$ cat config.mk
export PLATFORM = sky130hd
export DESIGN_NAME = temp_led_ctrl
export DESIGN_NICKNAME = d
export VERILOG_FILES = /design/src/rtl/temp_pkg.sv /design/src/rtl/tick_div.sv /design/src/rtl/temp_led_ctrl.sv
export SDC_FILE = /design/constraint.sdc
export NUM_CORES = 1
export LEC_CHECK = 0
export CAP_MARGIN = 10
export CORE_MARGIN = 1
export CORE_UTILIZATION = 45
export CTS_CLUSTER_DIAMETER = 60
export DETAILED_ROUTE_END_ITERATION = 10
export SYNTH_ARGS = -nofsm -noshare
export SYNTH_HDL_FRONTEND = slang
export SYNTH_SLANG_ARGS = --single-unit
$ cat constraint.sdc
create_clock -name clk_50m -period 4.47 [get_ports clk_50m]
set_clock_uncertainty 0.05 [all_clocks]
set_input_delay 1.1175 -clock clk_50m [delete_from_list [all_inputs] [get_ports clk_50m]]
set_output_delay 1.1175 -clock clk_50m [all_outputs]
set_load 0.02 [all_outputs]
$ cat src/rtl/temp_pkg.sv
// Shared definitions for the temperature LED controller.
// Contents: level encodings, LED bar-graph patterns, the byte layout of the
// RAM temperature word, and a helper that reorders it into a signed value.
package temp_pkg;

    // Classification levels, ordered coldest to hottest
    typedef enum logic [1:0] {
        LVL_COLD   = 2'd0,
        LVL_NORMAL = 2'd1,
        LVL_WARM   = 2'd2,
        LVL_HOT    = 2'd3
    } level_e;

    // Active-low LED patterns (0 = lit)
    localparam logic [3:0] LED_OFF    = 4'b1111;
    localparam logic [3:0] LED_COLD   = 4'b1110;
    localparam logic [3:0] LED_NORMAL = 4'b1100;
    localparam logic [3:0] LED_WARM   = 4'b1000;
    localparam logic [3:0] LED_HOT_ON = 4'b0000;

    localparam int unsigned RAW_W  = 16;
    localparam int unsigned TEMP_W = 8;

    // Temperature word as delivered by the RAM-read stage:
    // upper byte carries RAM 0x55 (low byte), lower byte carries RAM 0x56 (high byte)
    typedef struct packed {
        logic [7:0] lo_byte;
        logic [7:0] hi_byte;
    } temp_word_t;

    // Reassemble the word into a signed value with LSB = 1/256 degC
    function automatic logic signed [RAW_W-1:0] swap_bytes(input temp_word_t word);
        return $signed({word.hi_byte, word.lo_byte});
    endfunction

endpackage

$ cat src/rtl/tick_div.sv
// Free-running cycle divider with hold and synchronous clear.
// Ports:
//   clk, rst_n : clock, async active-low reset
//   en         : advance the counter (holds when low)
//   clr        : synchronous clear to 0 (wins over en)
//   tick_c     : high for the one cycle the counter sits at DIV-1 while enabled
module tick_div #(
    parameter int unsigned DIV = 4
) (
    input  logic clk,
    input  logic rst_n,
    input  logic en,
    input  logic clr,
    output logic tick_c
);

    localparam int unsigned W    = (DIV > 1) ? $clog2(DIV) : 1;
    localparam logic [W-1:0] LAST = W'(DIV - 1);

    logic [W-1:0] cnt;

    // Count 0..DIV-1 and wrap
    always_ff @(posedge clk or negedge rst_n) begin
        if (!rst_n) begin
            cnt <= '0;
        end else if (clr) begin
            cnt <= '0;
        end else if (en) begin
            cnt <= (cnt == LAST) ? '0 : cnt + W'(1);
        end
    end

    assign tick_c = en && (cnt == LAST);

endmodule

$ cat src/rtl/temp_led_ctrl.sv
// Temperature LED controller: samples the RAM temperature word, averages the
// last four samples, classifies into four levels with hysteresis and drives a
// four-LED active-low bar graph, blinking all LEDs at the top level.
// Ports:
//   clk_50m  : 50 MHz system clock
//   rst_n    : async active-low reset
//   enable   : 1 = run, 0 = freeze processing and blank LEDs
//   tempture : temperature word, [15:8] = low byte, [7:0] = high byte
//   temp_c   : filtered signed integer degC
//   level    : 0 COLD, 1 NORMAL, 2 WARM, 3 HOT
//   alarm    : high while level is HOT
//   led      : active-low LEDs
module temp_led_ctrl
    import temp_pkg::*;
#(
    parameter int unsigned       SAMPLE_DIV = 50000,
    parameter int unsigned       BLINK_DIV  = 12500000,
    parameter logic signed [7:0] T_COLD     = 8'sd10,
    parameter logic signed [7:0] T_WARM     = 8'sd28,
    parameter logic signed [7:0] T_HOT      = 8'sd35,
    parameter logic [7:0]        HYST       = 8'd2
) (
    input  logic        clk_50m,
    input  logic        rst_n,
    input  logic        enable,
    input  logic [15:0] tempture,
    output logic [7:0]  temp_c,
    output logic [1:0]  level,
    output logic        alarm,
    output logic [3:0]  led
);

    localparam int unsigned HIST_N = 4;
    localparam int unsigned SUM_W  = RAW_W + 2;

    localparam logic signed [7:0] TH_COLD_UP = T_COLD + $signed(HYST);
    localparam logic signed [7:0] TH_WARM_DN = T_WARM - $signed(HYST);
    localparam logic signed [7:0] TH_HOT_DN  = T_HOT - $signed(HYST);

    logic                       sample_tick_c;
    logic                       blink_tick_c;
    logic                       blink_run_c;
    logic                       blink_clr_c;
    logic signed [RAW_W-1:0]    raw_c;
    logic signed [SUM_W-1:0]    sum_c;
    logic signed [TEMP_W-1:0]   temp_next_c;

    logic signed [RAW_W-1:0]    hist_q [HIST_N];
    logic                       prime_q;
    logic                       tick_d1_q;
    logic                       tick_d2_q;
    logic signed [TEMP_W-1:0]   temp_q;
    level_e                     level_q;
    logic                       phase_q;
    logic [3:0]                 led_q;
    logic                       alarm_q;

    function automatic logic signed [SUM_W-1:0] ext(input logic signed [RAW_W-1:0] v);
        return $signed({{2{v[RAW_W-1]}}, v});
    endfunction

    // One hysteresis step per evaluation
    function automatic level_e next_level(input level_e cur, input logic signed [7:0] t);
        level_e nxt;
        nxt = cur;
        case (cur)
            LVL_COLD:   if (t >= TH_COLD_UP) nxt = LVL_NORMAL;
            LVL_NORMAL: begin
                if (t < T_COLD)       nxt = LVL_COLD;
                else if (t >= T_WARM) nxt = LVL_WARM;
            end
            LVL_WARM: begin
                if (t < TH_WARM_DN)   nxt = LVL_NORMAL;
                else if (t >= T_HOT)  nxt = LVL_HOT;
            end
            LVL_HOT:    if (t < TH_HOT_DN) nxt = LVL_WARM;
            default:    nxt = cur;
        endcase
        return nxt;
    endfunction

    assign raw_c       = swap_bytes(temp_word_t'(tempture));
    assign sum_c       = ext(hist_q[0]) + ext(hist_q[1]) + ext(hist_q[2]) + ext(hist_q[3]);
    // avg = sum >>> 2, temp = avg[15:8]; both folded into one arithmetic shift
    assign temp_next_c = TEMP_W'(sum_c >>> 10);

    assign blink_run_c = enable && (level_q == LVL_HOT);
    assign blink_clr_c = (level_q != LVL_HOT);

    tick_div #(.DIV(SAMPLE_DIV)) u_sample_div (
        .clk    (clk_50m),
        .rst_n  (rst_n),
        .en     (enable),
        .clr    (1'b0),
        .tick_c (sample_tick_c)
    );

    tick_div #(.DIV(BLINK_DIV)) u_blink_div (
        .clk    (clk_50m),
        .rst_n  (rst_n),
        .en     (blink_run_c),
        .clr    (blink_clr_c),
        .tick_c (blink_tick_c)
    );

    // Sample history: first tick fills all entries, later ticks shift
    always_ff @(posedge clk_50m or negedge rst_n) begin
        if (!rst_n) begin
            for (int i = 0; i < HIST_N; i++) hist_q[i] <= '0;
            prime_q <= 1'b0;
        end else if (enable && sample_tick_c) begin
            if (!prime_q) begin
                for (int i = 0; i < HIST_N; i++) hist_q[i] <= raw_c;
                prime_q <= 1'b1;
            end else begin
                hist_q[0] <= raw_c;
                for (int i = 1; i < HIST_N; i++) hist_q[i] <= hist_q[i-1];
            end
        end
    end

    // Filter output one cycle after the tick, level FSM one cycle later
    always_ff @(posedge clk_50m or negedge rst_n) begin
        if (!rst_n) begin
            tick_d1_q <= 1'b0;
            tick_d2_q <= 1'b0;
            temp_q    <= '0;
            level_q   <= LVL_NORMAL;
        end else if (enable) begin
            tick_d1_q <= sample_tick_c;
            tick_d2_q <= tick_d1_q;
            if (tick_d1_q) temp_q  <= temp_next_c;
            if (tick_d2_q) level_q <= next_level(level_q, temp_q);
        end
    end

    // Blink phase; held at 0 outside HOT so entry starts with all LEDs lit
    always_ff @(posedge clk_50m or negedge rst_n) begin
        if (!rst_n) begin
            phase_q <= 1'b0;
        end else if (blink_clr_c) begin
            phase_q <= 1'b0;
        end else if (blink_tick_c) begin
            phase_q <= ~phase_q;
        end
    end

    // LED bar graph and alarm, blanked while disabled
    always_ff @(posedge clk_50m or negedge rst_n) begin
        if (!rst_n) begin
            led_q   <= LED_OFF;
            alarm_q <= 1'b0;
        end else if (!enable) begin
            led_q   <= LED_OFF;
            alarm_q <= 1'b0;
        end else begin
            alarm_q <= (level_q == LVL_HOT);
            case (level_q)
                LVL_COLD:   led_q <= LED_COLD;
                LVL_NORMAL: led_q <= LED_NORMAL;
                LVL_WARM:   led_q <= LED_WARM;
                LVL_HOT:    led_q <= phase_q ? LED_OFF : LED_HOT_ON;
                default:    led_q <= LED_OFF;
            endcase
        end
    end

    assign temp_c = temp_q;
    assign level  = level_q;
    assign alarm  = alarm_q;
    assign led    = led_q;

endmodule

==> results of run 1 <==
==> final cells by class <==
| cell class | instances | share of cell area |
|---|---|---|
| clock buffer | 20 | 0.0552 |
| clock inverter | 12 | 0.0235 |
| inverter | 98 | 0.0445 |
| multi-input combinational | 505 | 0.425 |
| sequential | 123 | 0.373 |
| tap | 211 | 0.0319 |
| timing repair buffer | 38 | 0.0472 |
==> power by group <==
part	switching (W)	internal, W
clock	0.000495	0.00101
sequential	0.0000539	0.00116
combinational	0.000178	0.000129
==> per-stage QoR <==
stage          instances  cell area [µm²]  utilization  hold slack (ns)  setup WS (ns)
3_3_place_gp         975             7620        0.497            0.415           1.03
3_5_place_dp         975             7620        0.497            0.409          0.925
6_report            1007             8270        0.540            0.424           1.07
4_1_cts             1007             8270        0.540            0.422           1.10
2_1_floorplan        765             7140            -            0.387           1.31
5_1_grt             1007             8270        0.540            0.454          0.918
==> worst reg2reg max path, cell delays in order, from the launching register on <==
cell	delay, ns
dfrtp_1	0.38
inv_1	0.10
fa_1	0.46
fa_1	0.52
inv_1	0.04
ha_1	0.37
a21oi_1	0.20
and2_1	0.19
o221ai_1	0.13
a221o_1	0.40
or4_1	0.40
nand3_1	0.09
==> flip-flops by register name (all words and copies together) (netlist names) <==
register,count
hist_q,64
temp_c,8
phase_q,1
led,4
alarm,1
tick_d2_q,1
level,2
tick_d1_q,1
u_sample_div.cnt,16
u_blink_div.cnt,24
prime_q,1
==> cell families (layout without fill, tap and decap cells) <==
| group | count (synthesis) | count (layout) | synth area share |
|---|---|---|---|
| compound gates | 219 | 219 | 0.188 |
| simple gates | 215 | 215 | 0.156 |
| buf+inv | 137 | 168 | 0.0769 |
| flops | 123 | 123 | 0.432 |
| fa+ha+maj | 49 | 49 | 0.120 |
| xor+xnor | 19 | 19 | 0.0233 |
| mux | 3 | 3 | 0.00421 |
==> synthesized netlist by cell type, types with 2 or more instances <==
cell type / n
o211ai_1: 4
o21ai_0: 60
and2_1: 6
inv_1: 97
nor2b_1: 17
o221ai_1: 2
nand3_4: 2
a21o_1: 7
xor2_1: 9
o31ai_1: 4
nand3_1: 21
nand2_1: 77
and4_1: 5
buf_4: 4
dfstp_2: 5
mux2i_1: 3
nor3_1: 8
nand4_1: 14
ha_1: 17
buf_2: 10
a2111oi_0: 2
and3_1: 9
a31oi_1: 12
nor2_1: 32
clkbuf_1: 23
a21oi_1: 65
or3_1: 4
fa_1: 32
o41ai_1: 2
xnor2_1: 10
dfrtp_1: 118
a211oi_1: 45
nand2_2: 2
nand2b_1: 4
nor4_1: 5
==> final timing paths <==
path | start | endpoint | cells after the start
min in group asynchronous | rst_n | hist_q[10] | 1
worst max-delay path | hist_q[25] | temp_c[5] | 11
worst min-delay path | u_blink_div.cnt[20] | u_blink_div.cnt[20] | 1
worst max register to register | hist_q[25] | temp_c[5] | 11
worst min register to register | u_blink_div.cnt[20] | u_blink_div.cnt[20] | 1
max in group asynchronous | rst_n | led[3] | 2
==> layer usage <==
layer / GRT usage / vias to the layer above / wire (µm)
met1: 0.267 / 2602 / 7090
met3: 0.0426 / 12 / 423
met2: 0.304 / 73 / 6650
met5: 0 / - / 0
li1: - / 2687 / -
met4: 0.0664 / 0 / 155
==> impl_metrics.py, run 1 <==
metrics = {
    "global_routing": {
        "antenna_found_initial": 0,
        "grt_pass1_wl_mm": 25.0,
        "grt_max_degree": 66,
        "grt_overflow": 0,
        "track_usage": 0.194,
        "grt_pass1_vias": 5282,
    },
    "setup_path": {
        "path_class": "register to register",
        "slowest_delay_ns": 0.51,
        "crit_chain": "inv_1 -> fa_1 -> fa_1 -> inv_1 -> ha_1 -> a21oi_1 -> and2_1 -> o221ai_1 -> a221o_1 -> or4_1 -> nand3_1",
        "r2r_setup_slack_ns": 1.07,
        "cp.required_ns": 4.77,
        "cp-end-kind": "register",
        "critPathMaxFanout": 7,
        "worst-path-buf-inv": 2,
        "crit_family": "adder cells",
        "slowest_stage": "fa_1",
        "start_kind": "register",
        "cp_data_arrival_time_ns": 3.70,
    },
    "route": {
        "ant_nets": 0,
        "drt-initial-drc-count": 213,
        "viasPerCell": 5.34,
        "first_pass_iters": 5,
        "wl_mm": 14.3,
        "vias": 5374,
        "wl_per_cell_um": 14.2,
        "drc": 0,
    },
    "timing": {
        "rsz0062_at_grt": "false",
        "setup_viol": 0,
        "max_freq_mhz": 294,
        "relSlewSlack": 0.267,
        "worstMarginPinSlew_ns": 1.10,
        "finalCriticalPeriod_ns": 3.40,
        "finalCritPeriodShare": 0.761,
        "report.final.hold_viol_count": 0,
        "totalNegativeSetupSlack_ns": 0,
        "final_max_slew_viol_count": 0,
    },
    "final_layout": {
        "final_common_cell": "dfrtp_1",
        "fin_nets": 851,
        "final_cell_mix": "117 x dfrtp_1, 97 x inv_1, 76 x nand2_1",
        "num-fill-cells": 1392,
        "multiInputGateArea_um2": 3510,
        "drive_gt1_frac": 0.0691,
        "syn2layout_area_growth_pct": 15.8,
        "num_antenna_cells": 0,
        "ff_latch_area_um2": 3090,
    },
    "floorplanning": {
        "coreArea_um2": 15300,
        "die_area_um2": 16400,
        "start_util": 0.466,
        "fp-row-count": 45,
        "die_x_um": 128,
        "io_pins": 34,
        "dieHeight_um": 128,
    },
    "status": {
        "status": "complete, no violations",
    },
    "clock_tree": {
        "tritoncts": "yes",
        "clock-sinks": 123,
        "htree_levels": 4,
        "ctsResizeCount": 0,
        "clk_latency_ns": 0.42,
        "postCtsSetupBuffers": 0,
        "clockBufferDepth": 2,
        "ctsRootBufferMaster": "clkbuf_16",
        "hold_buffers": 0,
        "numCtsBuffers": 17,
        "clk_pin_slew_worst_paths_ns": 0.06,
    },
    "place": {
        "hpwl_mm": 9.89,
        "numPortBuffers": 33,
        "place.gp.congestion": 0.847,
    },
    "yosys": {
        "synth_top_cell_area_share": 0.414,
        "synth_edf_count": 0,
        "synthFlopType": "dfrtp_1",
        "ys_seq_elements": 123,
        "ys_seq_area_frac": 0.432,
        "yosys-top-cells-area": "dfrtp_1 41%, fa_1 9.0%, inv_1 5.1%, a211oi_1 4.7%, a21oi_1 4.6%",
        "synth-async-reset-ratio": 1.00,
        "synth_area_per_cell_um2": 9.33,
        "synth_top_cell_by_area": "dfrtp_1",
        "synthDistinctLibCells": 63,
        "syn_area_um2": 7140,
        "postSynthCellCount": 765,
        "syn_nets": 833,
        "ys_warn_count": 0,
    },
    "power": {
        "power_leakage_nw": 3.74,
        "power.density_nw_per_um2": 367,
        "ir_drop_uv": 315,
        "p_total_w": 0.00304,
    },
    "hold_path": {
        "holdCritPathClass": "register to register",
    },
    "flow_run": {
        "cap_viol_max_count": 0,
    },
}
Power figures use the tool's default switching activity.
==> run 2, diff against run 1 <==
clock period = 3.25 ns   (was 4.47 ns; I/O delays follow)
==> impl_metrics.py, run 2 (synthesis results as in run 1) <==
metrics = {
    "status": {
        "status": "complete, no violations",
    },
    "clock_tree": {
        "clk_latency_ns": 0.41,
        "hold_buffers": 0,
        "clock-sinks": 123,
        "clockBufferDepth": 2,
        "tritoncts": "yes",
        "htree_levels": 4,
        "numCtsBuffers": 17,
        "clk_pin_slew_worst_paths_ns": 0.06,
        "ctsRootBufferMaster": "clkbuf_16",
    },
    "place": {
        "dp_worst_setup_slack_ns": -0.0595,
        "place_inst": 989,
        "numPortBuffers": 33,
        "place.gp.congestion": 0.823,
        "dpl_cell_area_um2": 7750,
        "hpwl_mm": 10.4,
    },
    "final_layout": {
        "largest_reg_flops": 64,
        "final-instance-count-excl-fill": 1024,
        "final_common_cell": "dfrtp_1",
        "drive_gt1_frac": 0.114,
        "regMostFlops": "hist_q",
        "syn2layout_area_growth_pct": 18.8,
        "num_antenna_cells": 0,
        "biggestRegsByFlops": "hist_q (64), u_blink_div.cnt (24), u_sample_div.cnt (16)",
        "final_cell_mix": "117 x dfrtp_1, 87 x inv_1, 76 x nand2_1",
        "fin_nets": 868,
        "final_cell_area_um2": 8480,
    },
    "timing": {
        "finalCritPeriodShare": 0.975,
        "finalCriticalPeriod_ns": 3.17,
        "max_freq_mhz": 316,
        "hold_ws_ns": 0.372,
        "worst_slack_ns": 0.0812,
        "setup_viol": 0,
        "rsz0062_at_grt": "true",
        "report.final.hold_viol_count": 0,
        "relSlewSlack": 0.559,
        "worstMarginPinSlew_ns": 0.662,
        "final_max_slew_viol_count": 0,
    },
    "floorplanning": {
        "dieHeight_um": 128,
        "die_x_um": 128,
        "start_util": 0.466,
        "io_pins": 34,
        "coreArea_um2": 15300,
        "fp-row-count": 45,
        "die_area_um2": 16400,
    },
    "route": {
        "drc": 0,
        "viasPerCell": 5.38,
        "ant_nets": 0,
        "drt-initial-drc-count": 314,
        "wl_per_cell_um": 14.5,
        "vias": 5507,
        "first_pass_iters": 5,
        "wl_mm": 14.9,
    },
    "global_routing": {
        "grt_max_degree": 66,
        "grt_pass1_vias": 5426,
        "track_usage": 0.202,
        "antenna_found_initial": 0,
        "grt_overflow": 0,
        "grt_pass1_wl_mm": 26.0,
    },
    "power": {
        "p_sw_w": 0.00102,
        "p_total_w": 0.00414,
        "p_comb_frac": 0.111,
        "ir_drop_uv": 362,
        "internal_power_w": 0.00312,
        "swShare": 0.246,
        "power_leakage_nw": 3.80,
        "clkPwrFrac": 0.485,
        "p_seq_frac": 0.405,
        "power.density_nw_per_um2": 489,
    },
    "setup_path": {
        "start_kind": "register",
        "cp-end-kind": "register",
        "reg2reg_depth": 11,
        "cp.required_ns": 3.51,
        "critPathMaxFanout": 3,
        "cp_data_arrival_time_ns": 3.43,
        "r2r_setup_slack_ns": 0.08,
        "path_class": "register to register",
    },
    "hold_path": {
        "holdCritPathClass": "primary input to asynchronous set/reset pin",
    },
    "flow_run": {
        "cap_viol_max_count": 0,
    },
}
run 2: changes by cell type in the layout (fill, tap and decap cells not counted), sizes merged:
cell and change:
clkbuf +1, buf +17, clkinvlp +1, clkinv -2, bufinv -1, inv +1
run 2: layout make-up:
cell class,count,area (µm²)
Fill cell,1391,6830
Multi-Input combinational cell,505,3600
Sequential cell,123,3090
Timing Repair Buffer,55,543
Clock buffer,21,460
Inverter,98,368
Tap cell,211,264
Clock inverter,11,166
run 2: timing repair:
action / 4_1_cts / 5_1_grt
setup buffers: 0 / 3
pin swaps: 3 / 19
resized for setup: 7 / 20
endpoints found under the setup margin: 2 / 6
run 2: layer usage:
| metal | vias up | share of wire | global-route usage |
|---|---|---|---|
| met1 | 2676 | 0.48 | 0.282 |
| li1 | 2718 | - | - |
| met4 | 0 | 0.020 | 0.0865 |
| met3 | 20 | 0.030 | 0.0359 |
| met2 | 93 | 0.47 | 0.309 |
| met5 | - | 0 | 0 |
run 2: critical path, cell delays in order, from the launching register on:
cell and delay [ns]:
dfrtp_1 0.32, inv_1 0.06, fa_1 0.54, inv_1 0.05, fa_1 0.45, ha_1 0.32, nor3_1 0.19, a21o_1 0.16
o211a_1 0.23, o221ai_2 0.12, a2111oi_2 0.34, and3b_1 0.21
run 2: path summary, 6_finish.rpt:
kind | from | end
setup / recovery | hist_q[3] | temp_c[7]
hold / removal | rst_n | hist_q[10]
setup reg to reg | hist_q[3] | temp_c[7]
hold reg to reg | u_blink_div.cnt[23] | u_blink_div.cnt[23]
max in group asynchronous | rst_n | led[0]
min in group clk_50m | u_blink_div.cnt[23] | u_blink_div.cnt[23]
run 2: power by group through the flow:
stage | combinational (W) | sequential (W) | clock [W]
floorplan | 0.000251 | 0.00171 | 0
global placement | 0.000433 | 0.00170 | 0
detailed placement | 0.000444 | 0.00170 | 0
CTS | 0.000455 | 0.00168 | 0.00204
global route | 0.000516 | 0.00169 | 0.00211
finish | 0.000459 | 0.00168 | 0.00201
run 2: metrics by stage:
step	utilization	setup TNS, ns
2_1_floorplan	-	0
3_3_place_gp	0.506	0
3_5_place_dp	0.506	-0.0595
4_1_cts	0.550	0
5_1_grt	0.554	-0.0738
6_report	0.554	0
==> RTL change 1: new RTL, settings of run 2 <==
`HIST_N`: 4 -> 8.
--- a/src/rtl/temp_led_ctrl.sv
+++ b/src/rtl/temp_led_ctrl.sv
@@ -32,3 +32,3 @@
 
-    localparam int unsigned HIST_N = 4;
+    localparam int unsigned HIST_N = 8;
     localparam int unsigned SUM_W  = RAW_W + 2;
Behaviour: same outputs for any inputs over 10 cycles, from zero or initial values and one cycle with rst_n low; that may be too few to reach the edited logic, so the function may still have changed.
==> RTL change 1 against run 2 <==
Design area decreased by 2.8%. Count of clock-buffer cells in the layout decreased by 1. Area after synthesis decreased by 0.32%. Setup slack improved by 0.088 ns. Highest routed layer unchanged. Wire length decreased by 2.8%. Sequential cell count unchanged. Worst hold slack got worse by 0.068 ns. Final cell count decreased by 3.0%.
Power is not compared: it rests on default switching activity, and its combinational part moved more than twofold at a synthesized area within 25%.
==> RTL change 1: results (changes against run 2) <==
worst voltage drop across the vdd grid=341 uV; area share of fa/ha/maj cells after synthesis=12.0% (+0.038 points); initial antenna violation count=0 (unchanged); met1 global-route usage=27.3% (-0.90 points); number of global-route vias before repair=5430 (+0.074%); Placed Cells=961 (-2.8%); Hold WS=0.304 ns (-0.0680 ns); max-capacitance violation count=0 (unchanged); area post-placement=7660 um^2 (-1.1%); non-filler instance count after layout=993 (-3.0%); Async SR Flop Fraction=100% (unchanged); critical path capture point=temp_c[6]; Port Buf Inserts=33 (unchanged); headroom to the max-slew limit=27.6% (-28 points); post-synth net total=803 (-3.6%); origin of the critical flop-to-flop path=hist_q[82]; syn_area_per_cell=9.68 um^2 (+3.8%); power density over the cells=423 nW/um^2; length of routed met3 wiring=436 um (-0.68%); met3 track utilization from global routing=3.88% (+0.29 points); final-stage net count=837 (-3.6%); total clock network power=1740 uW; r2r worst-path depth=12 (+1); violation count after the first detailed-routing iteration=336 (+7.0%); detailed-routing wirelength on met1=7130 um (-0.63%); most used flip-flop cell after synthesis=sky130_fd_sc_hd__dfrtp_1; post-synthesis xor/xnor area fraction=2.09% (-0.24 points); wire length of the first global-routing pass=25700 um (-1.3%); detailed route wirelength on metal2=6680 um (-4.1%); arrival time of the worst setup path=3.35 ns (-0.08 ns); leading cell types by count after synthesis=118 x sky130_fd_sc_hd__dfrtp_1, 96 x sky130_fd_sc_hd__inv_1, 74 x sky130_fd_sc_hd__a21oi_1; via count=5339 (-3.1%); min setup slack post-route=0.169 ns (+0.0881 ns); final estimated routing congestion in global placement=0.810 (-1.6%); largest net degree at the start of global routing=101 (+53%); fraction of final layout cells sized beyond drive strength 1=9.59% (-1.8 points); worst setup timing slack at the placement stage=0.00624 ns (+0.0657 ns); iteration count of the initial detailed-routing pass=4 (-1); fraction of the mapped netlist area in compound gates=19.3% (+0.45 points); static leakage=0.00377 uW; crit path max fanout=4 (+1); result of the run=finished, final reports clean; overall routing resource usage=19.8% (-0.39 points); share of synthesized area spent on multiplexers=2.67% (+2.3 points); detailed-route wire length per cell=14.5 um (+0.21%); fraction of met2 tracks used by global routing=31.0% (+0.19 points); main area contributors after synthesis=sky130_fd_sc_hd__dfrtp_1 41%, sky130_fd_sc_hd__fa_1 9.0%, sky130_fd_sc_hd__a211oi_1 5.5%; detailed placer's ending HPWL=10200 um (-1.8%); Clock Pin Slew Worst Setup and Hold Paths=0.06 ns (about the same); Netlist cell types=60 (-4.8%); sequential cell area fraction in the yosys report=43.3% (+0.14 points); design internal power=2690 uW
==> RTL change 1: cell count changes after synthesis, sizes merged, moves of 4 or more <==
| cell | change |
|---|---|
| buf | -4 |
| and3 | -6 |
| mux2 | +16 |
| o31ai | +4 |
| a31oi | -9 |
| a211oi | +7 |
| nand2 | -34 |
| a21oi | +9 |
| clkbuf | -5 |
==> RTL change 1: logic make-up (layout without fill, tap and decap cells) <==
kind of cell,Yosys count,in the layout
compound gates,222,222
simple gates,181,181
buf+inv,126,173
flops,123,123
fa+ha+maj,49,49
xor+xnor,17,17
mux,17,17
==> RTL change 1: worst max-delay path: stages (launching register included) <==
cell and delay (ns):
sky130_fd_sc_hd__dfrtp_1 0.38, sky130_fd_sc_hd__inv_1 0.10, sky130_fd_sc_hd__fa_1 0.44, sky130_fd_sc_hd__fa_1 0.52
sky130_fd_sc_hd__inv_1 0.04, sky130_fd_sc_hd__ha_1 0.26, sky130_fd_sc_hd__and4b_1 0.26, sky130_fd_sc_hd__a21o_1 0.17
sky130_fd_sc_hd__nand3_1 0.12, sky130_fd_sc_hd__a211oi_1 0.21, sky130_fd_sc_hd__buf_4 0.16, sky130_fd_sc_hd__nor3_1 0.05
sky130_fd_sc_hd__o31ai_1 0.23
==> RTL change 1: area by class of cell <==
type | count | area (um^2)
Sequential cell | 123 | 3090
Fill cell | 1406 | 7070
Tap cell | 211 | 264
Clock buffer | 20 | 447
Multi-Input combinational cell | 486 | 3550
Inverter | 96 | 360
Timing Repair Buffer | 45 | 443
Clock inverter | 12 | 98.8
==> RTL change 1: repair_timing <==
action	in CTS	in global routing
gates resized for setup	0	10
setup endpoints to repair	0	8
buffers inserted	0	0
==> RTL change 2: new RTL, settings of run 2 <==
Without the edit above. Reset style: synchronous (`rst_n`), changed in 5 clocked blocks. Comments in the files are not updated.
--- a/src/rtl/tick_div.sv
+++ b/src/rtl/tick_div.sv
@@ -22,3 +22,3 @@
     // Count 0..DIV-1 and wrap
-    always_ff @(posedge clk or negedge rst_n) begin
+    always_ff @(posedge clk) begin
         if (!rst_n) begin
--- a/src/rtl/temp_led_ctrl.sv
+++ b/src/rtl/temp_led_ctrl.sv
@@ -106,3 +106,3 @@
     // Sample history: first tick fills all entries, later ticks shift
-    always_ff @(posedge clk_50m or negedge rst_n) begin
+    always_ff @(posedge clk_50m) begin
         if (!rst_n) begin
@@ -122,3 +122,3 @@
     // Filter output one cycle after the tick, level FSM one cycle later
-    always_ff @(posedge clk_50m or negedge rst_n) begin
+    always_ff @(posedge clk_50m) begin
         if (!rst_n) begin
@@ -137,3 +137,3 @@
     // Blink phase; held at 0 outside HOT so entry starts with all LEDs lit
-    always_ff @(posedge clk_50m or negedge rst_n) begin
+    always_ff @(posedge clk_50m) begin
         if (!rst_n) begin
@@ -148,3 +148,3 @@
     // LED bar graph and alarm, blanked while disabled
-    always_ff @(posedge clk_50m or negedge rst_n) begin
+    always_ff @(posedge clk_50m) begin
         if (!rst_n) begin
Formal check against the unedited RTL: differs if rst_n is asserted again (counterexample within 4 cycles, from zero or initial values and one cycle with rst_n low); with rst_n held inactive, the same outputs for 10 cycles.
==> RTL change 2 against run 2 <==
Combinational power is 80% higher. Wire length shrank 6.9%. First-iteration DRC count shrank 15%. Area after synthesis decreased by 4.5%. Sequential cell count stayed put. Worst hold slack better by 0.066 ns. Total power grew 4.4%. Setup slack got worse by 0.039 ns. Design area down 4.3%. Synthesized cell count down 7.7%. Sequential share of layout area up 1.9 points. Utilization is essentially flat. Critical path type unchanged. Largest power group unchanged.
==> RTL change 2: results (changes against run 2) <==
area post-placement=7460 um^2 (-3.8%); detailed-route wire length per cell=14.5 um (-0.42%); worst reg2reg endpoint=temp_c[4]; Register Area=3100 um^2 (+0.61%); fraction of the mapped netlist area in compound gates=10.3% (-8.5 points); final core occ=55.4% (about the same); worst voltage drop across the vdd grid=391 uV (+8.2%); wire length of the first global-routing pass=23800 um (-8.6%); count of multi-input gates=461 (-8.7%); static leakage=0.00327 uW (-14%); sequential cell count=123 (unchanged); fraction of area in multi-input gates=40.5% (-1.9 points); r2r worst-path depth=12 (+1); origin of the critical flop-to-flop path=hist_q[2][2]; final estimated routing congestion in global placement=0.803 (-2.5%); met3 track utilization from global routing=4.28% (+0.69 points); detailed route wirelength on metal2=6990 um (+0.50%); critical path capture point=temp_c[4]; share of final layout cell area taken by non-clock buffers=7.00% (+0.60 points); result of the run=finished, final reports clean; Worst setup startpoint=hist_q[2][2]; kind of path behind the tightest hold check=flip-flop to flip-flop; sequential cell area fraction in the yosys report=45.5% (+2.3 points); detailed placer's ending HPWL=9910 um (-4.5%); Async SR Flop Fraction=0% (-100 points); post-synth net total=774 (-7.1%); share of synthesized area spent on multiplexers=0.587% (+0.17 points); arrival time of the worst setup path=3.45 ns (+0.02 ns); main area contributors after synthesis=sky130_fd_sc_hd__edfxtp_1 28%, sky130_fd_sc_hd__dfxtp_1 17%, sky130_fd_sc_hd__fa_1 9.4%; violation count after the first detailed-routing iteration=268 (-15%); non-filler instance count after layout=957 (-6.5%); most used flip-flop cell after synthesis=sky130_fd_sc_hd__edfxtp_1; iteration count of the initial detailed-routing pass=4 (-1); Hold WS=0.437 ns (+0.0656 ns); clock distribution area overhead in the final layout=7.09% (-0.30 points); count of non-CTS buffers in the layout=63 (+15%); detailed-routing wirelength on met1=6140 um (-14%); overall routing resource usage=19.3% (-0.85 points); number of clock buffers in the layout=22 (+4.8%); top achievable clock speed=0.312 GHz (-1.2%); met1 global-route usage=23.8% (-4.4 points); worst setup timing slack at the placement stage=-0.0718 ns (-0.0123 ns); syn_area_per_cell=9.66 um^2 (+3.5%)
[RTL change 2: cell count changes after synthesis, moves of 21 or more]
cell	delta
sky130_fd_sc_hd__dfrtp_1	-118
sky130_fd_sc_hd__edfxtp_1	+64
sky130_fd_sc_hd__dfxtp_1	+59
sky130_fd_sc_hd__a211oi_1	-43
sky130_fd_sc_hd__o21ai_0	-40
sky130_fd_sc_hd__xor2_1	+22
sky130_fd_sc_hd__a21oi_1	-21
sky130_fd_sc_hd__and3_1	+21
sky130_fd_sc_hd__nand2b_1	+21
[RTL change 2: where the power goes]
part           total, uW  leakage (uW)  switching (uW)  internal [uW]
Combinational        827       0.00190             461            366
Clock               1800      0.000282             704           1100
Sequential          1700       0.00108            24.1           1680
[RTL change 2: timing repair]
item,CTS,global route
resized for setup,7,8
setup buffers,1,4
pin swaps,6,14
setup endpoints to repair,4,8
